$ cat src/rtl/packet_filler.sv
// Stores one beat-stream packet word by word into packetmem and holds it with pkt_ready until pkt_ack.
// Writes land 1 cycle after each accepted beat. pkt_ready rises 2 cycles after the tlast beat. Optional macro PACKET_FILLER_TKEEP_EN.
module packet_filler #(
    parameter int ADDR_WIDTH = 10,
    parameter int DATA_WIDTH = 32
) (
    input  logic                    clk,
    input  logic                    rst,
    input  logic [DATA_WIDTH-1:0]   s_tdata,
    input  logic                    s_tvalid,
    output logic                    s_tready,
    input  logic                    s_tlast,
    input  logic [3:0]              s_tkeep,
    output logic [ADDR_WIDTH-1:0]   wr_addr,
    output logic [DATA_WIDTH-1:0]   wr_data,
    output logic                    wr_en,
    output logic                    pkt_ready,
    output logic [ADDR_WIDTH+2:0]   pkt_len,
    output logic                    pkt_trunc,
    input  logic                    pkt_ack
);
    typedef enum logic [1:0] {S_FILL, S_FLUSH, S_DONE} state_t;

    localparam logic [ADDR_WIDTH:0] WIDX_ONE = {{ADDR_WIDTH{1'b0}}, 1'b1};

    state_t                  state_q, state_d;
    logic [ADDR_WIDTH:0]     widx_q, widx_d;
    logic [ADDR_WIDTH+2:0]   bytes_q, bytes_d;
    logic                    trunc_q, trunc_d;
    logic                    ready_q, ready_d;
    logic                    wr_en_q, wr_en_d;
    logic [ADDR_WIDTH-1:0]   wr_addr_q, wr_addr_d;
    logic [DATA_WIDTH-1:0]   wr_data_q, wr_data_d;
    logic                    beat_acc;
    logic [2:0]              beat_bytes;

    assign s_tready = (state_q == S_FILL) & ~rst;
    assign beat_acc = s_tvalid & s_tready;

`ifdef PACKET_FILLER_TKEEP_EN
    // Only the final beat can be partial; earlier beats are always full words.
    assign beat_bytes = s_tlast ? ({2'b00, s_tkeep[3]} + {2'b00, s_tkeep[2]}
                                 + {2'b00, s_tkeep[1]} + {2'b00, s_tkeep[0]})
                                : 3'd4;
`else
    logic unused_tkeep;
    assign unused_tkeep = ^s_tkeep;
    assign beat_bytes   = 3'd4;
`endif

    always_comb begin
        state_d   = state_q;
        widx_d    = widx_q;
        bytes_d   = bytes_q;
        trunc_d   = trunc_q;
        ready_d   = ready_q;
        wr_en_d   = 1'b0;
        wr_addr_d = wr_addr_q;
        wr_data_d = wr_data_q;
        case (state_q)
            S_FILL: begin
                if (beat_acc) begin
                    // widx MSB set means the buffer is full: drop the beat.
                    if (!widx_q[ADDR_WIDTH]) begin
                        wr_en_d   = 1'b1;
                        wr_addr_d = widx_q[ADDR_WIDTH-1:0];
                        wr_data_d = s_tdata;
                        widx_d    = widx_q + WIDX_ONE;
                        bytes_d   = bytes_q + {{ADDR_WIDTH{1'b0}}, beat_bytes};
                    end else begin
                        trunc_d = 1'b1;
                    end
                    if (s_tlast) begin
                        state_d = S_FLUSH;
                    end
                end
            end
            S_FLUSH: begin
                state_d = S_DONE;
                ready_d = 1'b1;
            end
            S_DONE: begin
                if (pkt_ack) begin
                    state_d = S_FILL;
                    ready_d = 1'b0;
                    widx_d  = '0;
                    bytes_d = '0;
                    trunc_d = 1'b0;
                end
            end
            default: state_d = S_FILL;
        endcase
    end

    always_ff @(posedge clk) begin
        if (rst) begin
            state_q   <= S_FILL;
            widx_q    <= '0;
            bytes_q   <= '0;
            trunc_q   <= 1'b0;
            ready_q   <= 1'b0;
            wr_en_q   <= 1'b0;
            wr_addr_q <= '0;
            wr_data_q <= '0;
        end else begin
            state_q   <= state_d;
            widx_q    <= widx_d;
            bytes_q   <= bytes_d;
            trunc_q   <= trunc_d;
            ready_q   <= ready_d;
            wr_en_q   <= wr_en_d;
            wr_addr_q <= wr_addr_d;
            wr_data_q <= wr_data_d;
        end
    end

    assign wr_en     = wr_en_q;
    assign wr_addr   = wr_addr_q;
    assign wr_data   = wr_data_q;
    assign pkt_ready = ready_q;
    assign pkt_len   = bytes_q;
    assign pkt_trunc = trunc_q;
endmodule

$ cat config.mk
export PLATFORM = sky130hd
export DESIGN_NAME = packet_filler
export DESIGN_NICKNAME = d
export VERILOG_FILES = /design/src/rtl/packet_filler.sv
export SDC_FILE = /design/constraint.sdc
export NUM_CORES = 1
export LEC_CHECK = 0
export BUFFER_PORTS_ARGS = -buffer_cell sky130_fd_sc_hd__buf_4
export CAP_MARGIN = 30
export CELL_PAD_IN_SITES_DETAIL_PLACEMENT = 2
export CELL_PAD_IN_SITES_GLOBAL_PLACEMENT = 2
export CORE_MARGIN = 3
export CORE_UTILIZATION = 24
export CTS_CLUSTER_SIZE = 12
export DETAILED_ROUTE_END_ITERATION = 16
export PLACE_DENSITY_LB_ADDON = 0.3
export SLEW_MARGIN = 30
export SYNTH_ARGS = -nofsm -noshare
export SYNTH_HDL_FRONTEND = slang
export SYNTH_SLANG_ARGS = --single-unit
$ cat constraint.sdc
create_clock -name clk -period 1.9 [get_ports clk]
set_clock_uncertainty 0.2 [all_clocks]
set_input_delay 0 -clock clk [delete_from_list [all_inputs] [get_ports clk]]
set_output_delay 0 -clock clk [all_outputs]
set_load 0.03 [all_outputs]
==> reports/metrics.cfg, run 1 <==
[clock_tree]
cts_sinks = 69
clkTransAtPathRegs_ns = 0.06
htree_levels = 3
root_buffer = clkbuf_16
clk_latency_ns = 0.32
cts-buffers-inserted = 9
cts_tree = built
clk_path_buf_depth = 2

[timing]
tightestPinTransition_ns = 0.537
relSlewSlack = 0.642
setup_tns_ns = 0
finalCriticalPeriod_ns = 1.79
period_share = 0.940
maxSlewViolCount = 0
fmax_mhz = 560
rsz0062_at_grt = true
setup_slack_ns = 0.115
setup_viol = 0
finalHoldViolCount = 0

[placement]
io_buffer_count = 93
pre_cts_slack_ns = 0.0952
dp_hpwl_um = 6480
placed_area_um2 = 3660
gp_congestion = 0.710

[layout]
fillers = 1233
fin_area_um2 = 4370
area_growth_pct = 59.0
nNetsFinal = 517
drive_gt1_frac = 0.285
n_antenna_cell = 0

[logic_synthesis]
synth_warnings = 0
synthArstFlopShare = 0
synth_fa_ha_area_frac = 0.00910
synth_compound_area_frac = 0.189
syn_inst = 338
ys_top_cells_by_area = dfxtp_1 (50%), nand2_1 (13%), a21oi_1 (9.8%)
avgSynthCellArea_um2 = 8.13
yosysTopAreaCell = dfxtp_1
ys_ff_latch = 69
netlist_area_um2 = 2750
synth-edff-count = 0
synth-simple-area-share = 0.254
synth-xor-area-share = 0
synth_top_family_by_area = simple AND/OR/NAND/NOR gates
synthMuxAreaShare = 0
ys_seq_area_frac = 0.503
yosysUniqueCellTypes = 44
synth_top_area_share = 0.503
synth-main-ff-cell = dfxtp_1

[drt]
drtAntennaViolNets = 0
wirelength_um = 9930
drtPass1Iterations = 4
route.detailed.drc = 0
vias = 2957
wl_per_cell_um = 16.1
drt_iter0_drc = 165
viasPerCell = 4.78

[global_route]
grt_max_degree = 68
antenna_found_initial = 0
grt_pass1_wl_um = 16000
grt.total_usage = 0.156
grt_pass1_vias = 3165
overflow = 0

[floorplanning]
core_um2 = 11000
die_y_um = 113
initial_core_util = 0.249
rows = 38
fp.dieW_um = 113
dieArea_um2 = 12800
io_pins = 100

[critical_path]
reg2reg_from = state_q[1]
start_kind = register
crit_path_end_kind = register
worstReg2RegEnd = widx_q[9]
crit_family = simple AND/OR/NAND/NOR gates
cp_data_required_time_ns = 1.95
cpMaxStageDelayCell = or4_1
startpoint = state_q[1]
reg2reg_depth = 4
rrSetupSlack_ns = 0.11
arrival_ns = 1.84
critPathMaxFanout = 5
worstPathCellList = nor4b_4 > nand2_2 > or4_1 > a31oi_1
critical_path_class = reg -> reg
cpPeakStageDelay_ns = 0.52
critical_path_buf_inv_count = 0

[power]
ir_drop_uv = 437
power_density_nw_per_um2 = 860
p_leak_nw = 1.80
fin_total_pwr_mw = 3.76

[worst_hold_path]
hp-start = s_tvalid
min_to = widx_q[10]
min_path_type = in -> reg
min_path_cells = 4

[run_status]
status = complete, no violations

[job]
cap_violations = 0

==> through the flow <==
stage	instances	hold slack [ns]	util
2_1_floorplan	339	-0.0783	-
3_3_place_gp	565	0.0173	0.332
3_5_place_dp	565	0.0236	0.332
4_1_cts	616	0.00252	0.393
5_1_grt	618	0.0473	0.396
6_report	618	0.0233	0.396
==> worst reg2reg max path, delay by kind of cell (launching register included) <==
kind	cells	cell delay, ns
AOI/OAI and AO/OA	1	0.17
DFF	1	0.34
and+or+nand+nor	3	1.01
==> power breakdown <==
| part | internal, mW | switching (mW) | total [mW] |
|---|---|---|---|
| Clock | 1.14 | 0.620 | 1.76 |
| Sequential | 1.49 | 0.0278 | 1.52 |
| Combinational | 0.212 | 0.267 | 0.479 |
| Total | 2.84 | 0.915 | 3.76 |
==> placed cells by master, fill, tap and decap left out, types with 4 or more instances in the layout <==
cell type	instances
buf_4	110
nand2_1	93
dfxtp_1	67
a21oi_1	54
dlygate4sd3_1	36
nor2_1	12
nand3_1	9
clkbuf_16	9
nor3_1	5
nor2b_1	4
a211oi_1	4
and2_1	4
nand4_1	4
o21ai_0	4
nand2b_1	4
==> area by class of cell <==
type / instances / area [µm²] / area share
sequential: 69 / 1380 / 0.317
multi-input combinational: 242 / 1260 / 0.289
timing repair buffer: 148 / 1220 / 0.278
clock buffer: 9 / 225 / 0.0515
tap: 140 / 175 / 0.0401
clock inverter: 6 / 88.8 / 0.0203
inverter: 4 / 18.8 / 0.00429
==> how the worst max path moves through the flow <==
stage | end | slack (ns) | cells past startpoint
3_3_place_gp | widx_q[3] | 0.11 | 4
5_1_grt | widx_q[6] | -0.01 | 6
4_1_cts | pkt_len[11] | 0.001 | 6
2_1_floorplan | widx_q[9] | 0.11 | 4
3_5_place_dp | widx_q[4] | 0.1 | 5
6_report | widx_q[9] | 0.11 | 4
==> timing repair <==
item	CTS	global route
setup endpoints to repair	0	18
resized for setup	0	7
endpoints found under the hold margin	36	0
hold buffers	36	0
setup buffers	0	2
==> synthesized netlist by cell type (5+ instances only) <==
cell and number:
dfxtp_1 69, nand2_1 93, nor3_1 6, a211oi_1 5, a21oi_1 54, clkbuf_1 15
nor2_1 12, nand3_1 9, buf_2 6
==> layer usage <==
metal  track usage  part of all wire  vias to the layer above
met3        0.0422             0.045                        6
met2         0.278              0.51                       81
met4        0.0385            0.0074                        0
met5             0                 0                        -
met1         0.185              0.44                     1438
li1              -                 -                     1432
==> sequential cells by signal (all words and copies together), names as in the netlist <==
signal     cells
pkt_len       11
wr_data       32
wr_addr       10
pkt_trunc      1
state_q        2
pkt_ready      1
widx_q        11
wr_en          1
==> cells by family after synthesis <==
group | after synthesis
AOI/OAI and AO/OA | 87
adders and majority gates | 2
buffers and inverters | 28
DFF | 69
other | 1
and+or+nand+nor | 151
Power figures use the tool's default switching activity.
==> run 2, diff against run 1 <==
--- a/config.mk
+++ b/config.mk
@@ -13,7 +13,7 @@
 export CORE_UTILIZATION = 24
 export CTS_CLUSTER_SIZE = 12
 export DETAILED_ROUTE_END_ITERATION = 16
-export PLACE_DENSITY_LB_ADDON = 0.3
+export PLACE_DENSITY = 0.76
 export SLEW_MARGIN = 30
 export SYNTH_ARGS = -nofsm -noshare
 export SYNTH_HDL_FRONTEND = slang
==> run 2 against run 1 <==
Wire length is 2.0% lower. Global-route usage is 0.20 points lower. Utilization is 0.42 points higher. Final cell count is 0.16% lower. Sequential share of layout area is 0.36 points lower. Critical endpoint unchanged. Power is 8.8% higher. Largest cell class unchanged. Sequential power hardly changed. Maximum frequency is 0.65% lower. First-iteration DRC count is 9.1% lower. Setup slack worse by 0.012 ns.
==> reports/metrics.cfg, run 2 (synthesis results as in run 1) <==
[drt]
wl_per_cell_um = 15.8
drt_iter0_drc = 150
vias = 2932
drtPass1Iterations = 4
viasPerCell = 4.75
route.detailed.drc = 0
wirelength_um = 9730
drtAntennaViolNets = 0

[critical_path]
critPathMaxFanout = 5
endpoint = widx_q[9]
worstReg2RegEnd = widx_q[9]
arrival_ns = 1.85
crit_path_end_kind = register
rrSetupSlack_ns = 0.10
reg2reg_from = state_q[1]
startpoint = state_q[1]
start_kind = register
cp_data_required_time_ns = 1.95
critical_path_class = reg -> reg
reg2reg_depth = 4

[floorplanning]
die_y_um = 113
io_pins = 100
rows = 38
initial_core_util = 0.249
core_um2 = 11000
fp.dieW_um = 113
dieArea_um2 = 12800

[timing]
fmax_mhz = 556
finalHoldViolCount = 0
setup_slack_ns = 0.103
finalCriticalPeriod_ns = 1.80
maxSlewViolCount = 0
setup_viol = 0
period_share = 0.946
hold_slack_ns = 0.238

[run_status]
status = complete, no violations

[layout]
fillers = 1228
area_growth_pct = 60.7
layout_commonest_cell = buf_4
final_cell_mix = buf_4 (107), nand2_1 (93), dfxtp_1 (68)
largest_reg_flops = 32
n_antenna_cell = 0
drive_gt1_frac = 0.283
nNetsFinal = 515

[power]
power_density_nw_per_um2 = 926
p_leak_nw = 1.82
fin_total_pwr_mw = 4.09
ir_drop_uv = 349

[clock_tree]
clk_path_buf_depth = 2
cts_sinks = 69
htree_levels = 3
cts_tree = built
cts-buffers-inserted = 9
clk_latency_ns = 0.33
clkTransAtPathRegs_ns = 0.06
root_buffer = clkbuf_16

[global_route]
overflow = 0
grt_max_degree = 62
grt.total_usage = 0.154
antenna_found_initial = 0
grt_pass1_vias = 3093
grt_pass1_wl_um = 15800

[placement]
gp_congestion = 0.749
pre_cts_slack_ns = 0.106
io_buffer_count = 93
dp_hpwl_um = 6310

[job]
cap_violations = 0

[worst_hold_path]
min_path_type = in -> reg

-- run 2: layout make-up --
cell class	instances	area, µm²	share of cell area
multi-input combinational	242	1260	0.286
inverter	4	18.8	0.00425
timing repair buffer	146	1210	0.273
clock inverter	7	146	0.0331
sequential	69	1380	0.313
tap	140	175	0.0396
clock buffer	9	225	0.0510
-- run 2: where the power goes --
| part | internal (mW) | switching [mW] | total [mW] | leakage [nW] |
|---|---|---|---|---|
| registers | 1.49 | 0.0290 | 1.52 | 0.560 |
| logic | 0.212 | 0.260 | 0.472 | 1.08 |
| clock network | 1.42 | 0.674 | 2.10 | 0.180 |
| total | 3.13 | 0.963 | 4.09 | 1.82 |
-- run 2: worst max-delay path, stage by stage (launching register included) --
cell and delay [ns]:
dfxtp_1 0.35, nor4b_4 0.32, nand2_2 0.15, or4_1 0.52, a31oi_1 0.18
-- run 2: worst min-delay path by stage --
| stage | start | to | slack (ns) | cells after the start |
|---|---|---|---|---|
| CTS | s_tlast | state_q[0] | 0.23 | 3 |
| detailed placement | s_tlast | state_q[0] | 0.04 | 2 |
| floorplan | s_tlast | state_q[0] | -0.08 | 1 |
| global placement | s_tlast | state_q[0] | 0.01 | 2 |
| finish | s_tlast | state_q[0] | 0.24 | 3 |
| global route | s_tlast | state_q[0] | 0.26 | 3 |
-- run 2: per-layer routing --
| metal | GRT usage | up-vias | wire, µm |
|---|---|---|---|
| li1 | - | 1432 | - |
| met3 | 0.0348 | 9 | 390 |
| met5 | 0 | - | 0 |
| met4 | 0.0361 | 0 | 83 |
| met2 | 0.277 | 66 | 4870 |
| met1 | 0.185 | 1425 | 4380 |
-- run 2: timing repair --
action	4_1_cts	5_1_grt
setup buffers	0	2
hold buffers	36	0
endpoints found under the hold margin	39	0
gates resized for setup	0	8
setup endpoints to repair	0	8
-- run 2: through the flow --
step                 util  TNS, ns  std cells  instance area, µm²
floorplan               -        0        339                2750
global placement    0.331        0        563                3650
detailed placement  0.331        0        563                3650
CTS                 0.397        0        615                4380
global route        0.401  -0.0191        617                4420
finish              0.401        0        617                4420
==> run 3, diff against run 2 <==
--- a/config.mk
+++ b/config.mk
@@ -13,7 +13,7 @@
 export CORE_UTILIZATION = 24
 export CTS_CLUSTER_SIZE = 12
 export DETAILED_ROUTE_END_ITERATION = 16
-export PLACE_DENSITY = 0.76
+export PLACE_DENSITY = 0.77
 export SLEW_MARGIN = 30
 export SYNTH_ARGS = -nofsm -noshare
 export SYNTH_HDL_FRONTEND = slang
==> run 3 against run 2 <==
Clock-buffer cell count stayed put. Highest routed layer unchanged. Hold slack worse by 0.21 ns. Via count rose by 0.82%.
==> reports/metrics.cfg, run 3 (synthesis results as in run 1) <==
[worst_hold_path]
min_path_cells = 4
hp-start = s_tvalid
min_to = widx_q[10]
min_path_type = in -> reg

[placement]
pre_cts_slack_ns = 0.0383
dp_hpwl_um = 6670
io_buffer_count = 93
gp_congestion = 0.734
dpl.cell_count = 564

[power]
ir_drop_uv = 412
p_leak_nw = 1.80
power_density_nw_per_um2 = 876
fin_total_pwr_mw = 3.81

[drt]
viasPerCell = 4.80
vias = 2956
route.detailed.drc = 0
wl_per_cell_um = 16.6
drt_iter0_drc = 128
wirelength_um = 10200
drtPass1Iterations = 4
drtAntennaViolNets = 0

[clock_tree]
post-cts-setup-buffers = 0
cts_sinks = 69
htree_levels = 3
cts_tree = built
cts-buffers-inserted = 9
root_buffer = clkbuf_16
clk_path_buf_depth = 2
clk_latency_ns = 0.33
clkTransAtPathRegs_ns = 0.06

[floorplanning]
rows = 38
dieArea_um2 = 12800
core_um2 = 11000
io_pins = 100
initial_core_util = 0.249
fp.dieW_um = 113
die_y_um = 113

[critical_path]
rrSetupSlack_ns = 0.09
start_kind = register
cp_data_required_time_ns = 1.94
worstReg2RegEnd = widx_q[3]
crit_path_end_kind = register
reg2reg_from = state_q[1]
critical_path_class = reg -> reg
critPathMaxFanout = 6
arrival_ns = 1.86
reg2reg_depth = 4

[timing]
tightestPinTransition_ns = 0.533
setup_slack_ns = 0.0860
finalHoldViolCount = 0
maxSlewViolCount = 0
fmax_mhz = 551
relSlewSlack = 0.644
rsz0062_at_grt = true
period_share = 0.955
setup_tns_ns = 0
setup_viol = 0
finalCriticalPeriod_ns = 1.81

[global_route]
grt_pass1_wl_um = 16700
grt.total_usage = 0.163
antenna_found_initial = 0
grt_max_degree = 41
overflow = 0
grt_pass1_vias = 3191

[layout]
stdcell_count = 616
drive_gt1_frac = 0.279
largest_reg_flops = 32
n_antenna_cell = 0
final_cell_mix = buf_4 (107), nand2_1 (93), dfxtp_1 (65)
area_growth_pct = 58.1
fin_util = 0.394
layout_commonest_cell = buf_4
nNetsFinal = 514

[run_status]
status = complete, no violations

[job]
cap_violations = 0

-- run 3: cell count changes in the layout (fill, tap and decap cells not counted), sizes merged --
cell,before,now
buf,110,109
clkinv,2,3
bufinv,4,2
inv,4,5
-- run 3: timing repair --
item / 4_1_cts / 5_1_grt
gates resized for setup: 0 / 6
hold endpoints to repair: 36 / 0
hold buffers: 36 / 0
setup endpoints to repair: 0 / 22
-- run 3: worst max-delay path, stage by stage (launching register included) --
cell,delay [ns]
dfxtp_2,0.36
or4b_2,0.67
nor3_1,0.21
nor2_1,0.07
a311oi_1,0.23
-- run 3: power by group --
part	total, mW	leakage, nW	switching, mW	internal [mW]
Sequential	1.52	0.562	0.0313	1.49
Combinational	0.474	1.08	0.263	0.211
Clock	1.81	0.156	0.657	1.16
-- run 3: layout make-up --
class | count | area, µm²
fillers | 1250 | 6680
inverters | 4 | 15.0
flip-flops and latches | 69 | 1390
repair buffers | 145 | 1190
well taps | 140 | 175
clock inverters | 7 | 98.8
clock buffers | 9 | 225
multi-input cells | 242 | 1250
-- run 3: metal layers --
layer  track usage  vias up  wire, µm
li1              -     1430         -
met5             0        -         0
met1         0.197     1448      4570
met2         0.288       70      5120
met3        0.0251        8       371
met4        0.0665        0       151
-- run 3: how the worst max path moves through the flow --
stage | from | slack (ns) | end | cells after the start
6_report | state_q[1] | 0.09 | widx_q[3] | 4
4_1_cts | state_q[0] | 0.02 | widx_q[9] | 4
2_1_floorplan | state_q[1] | 0.11 | widx_q[9] | 4
3_3_place_gp | state_q[1] | 0.13 | widx_q[3] | 4
3_5_place_dp | state_q[0] | 0.04 | widx_q[9] | 4
5_1_grt | state_q[1] | -0.01 | wr_data[19] | 6
-- run 3: metrics by stage --
step	cell area (µm²)	hold WS (ns)
floorplan	2750	-0.0783
global route	4350	0.0477
finish	4350	0.0320
CTS	4340	0.0257
detailed placement	3650	0.0113
global placement	3650	0.0115
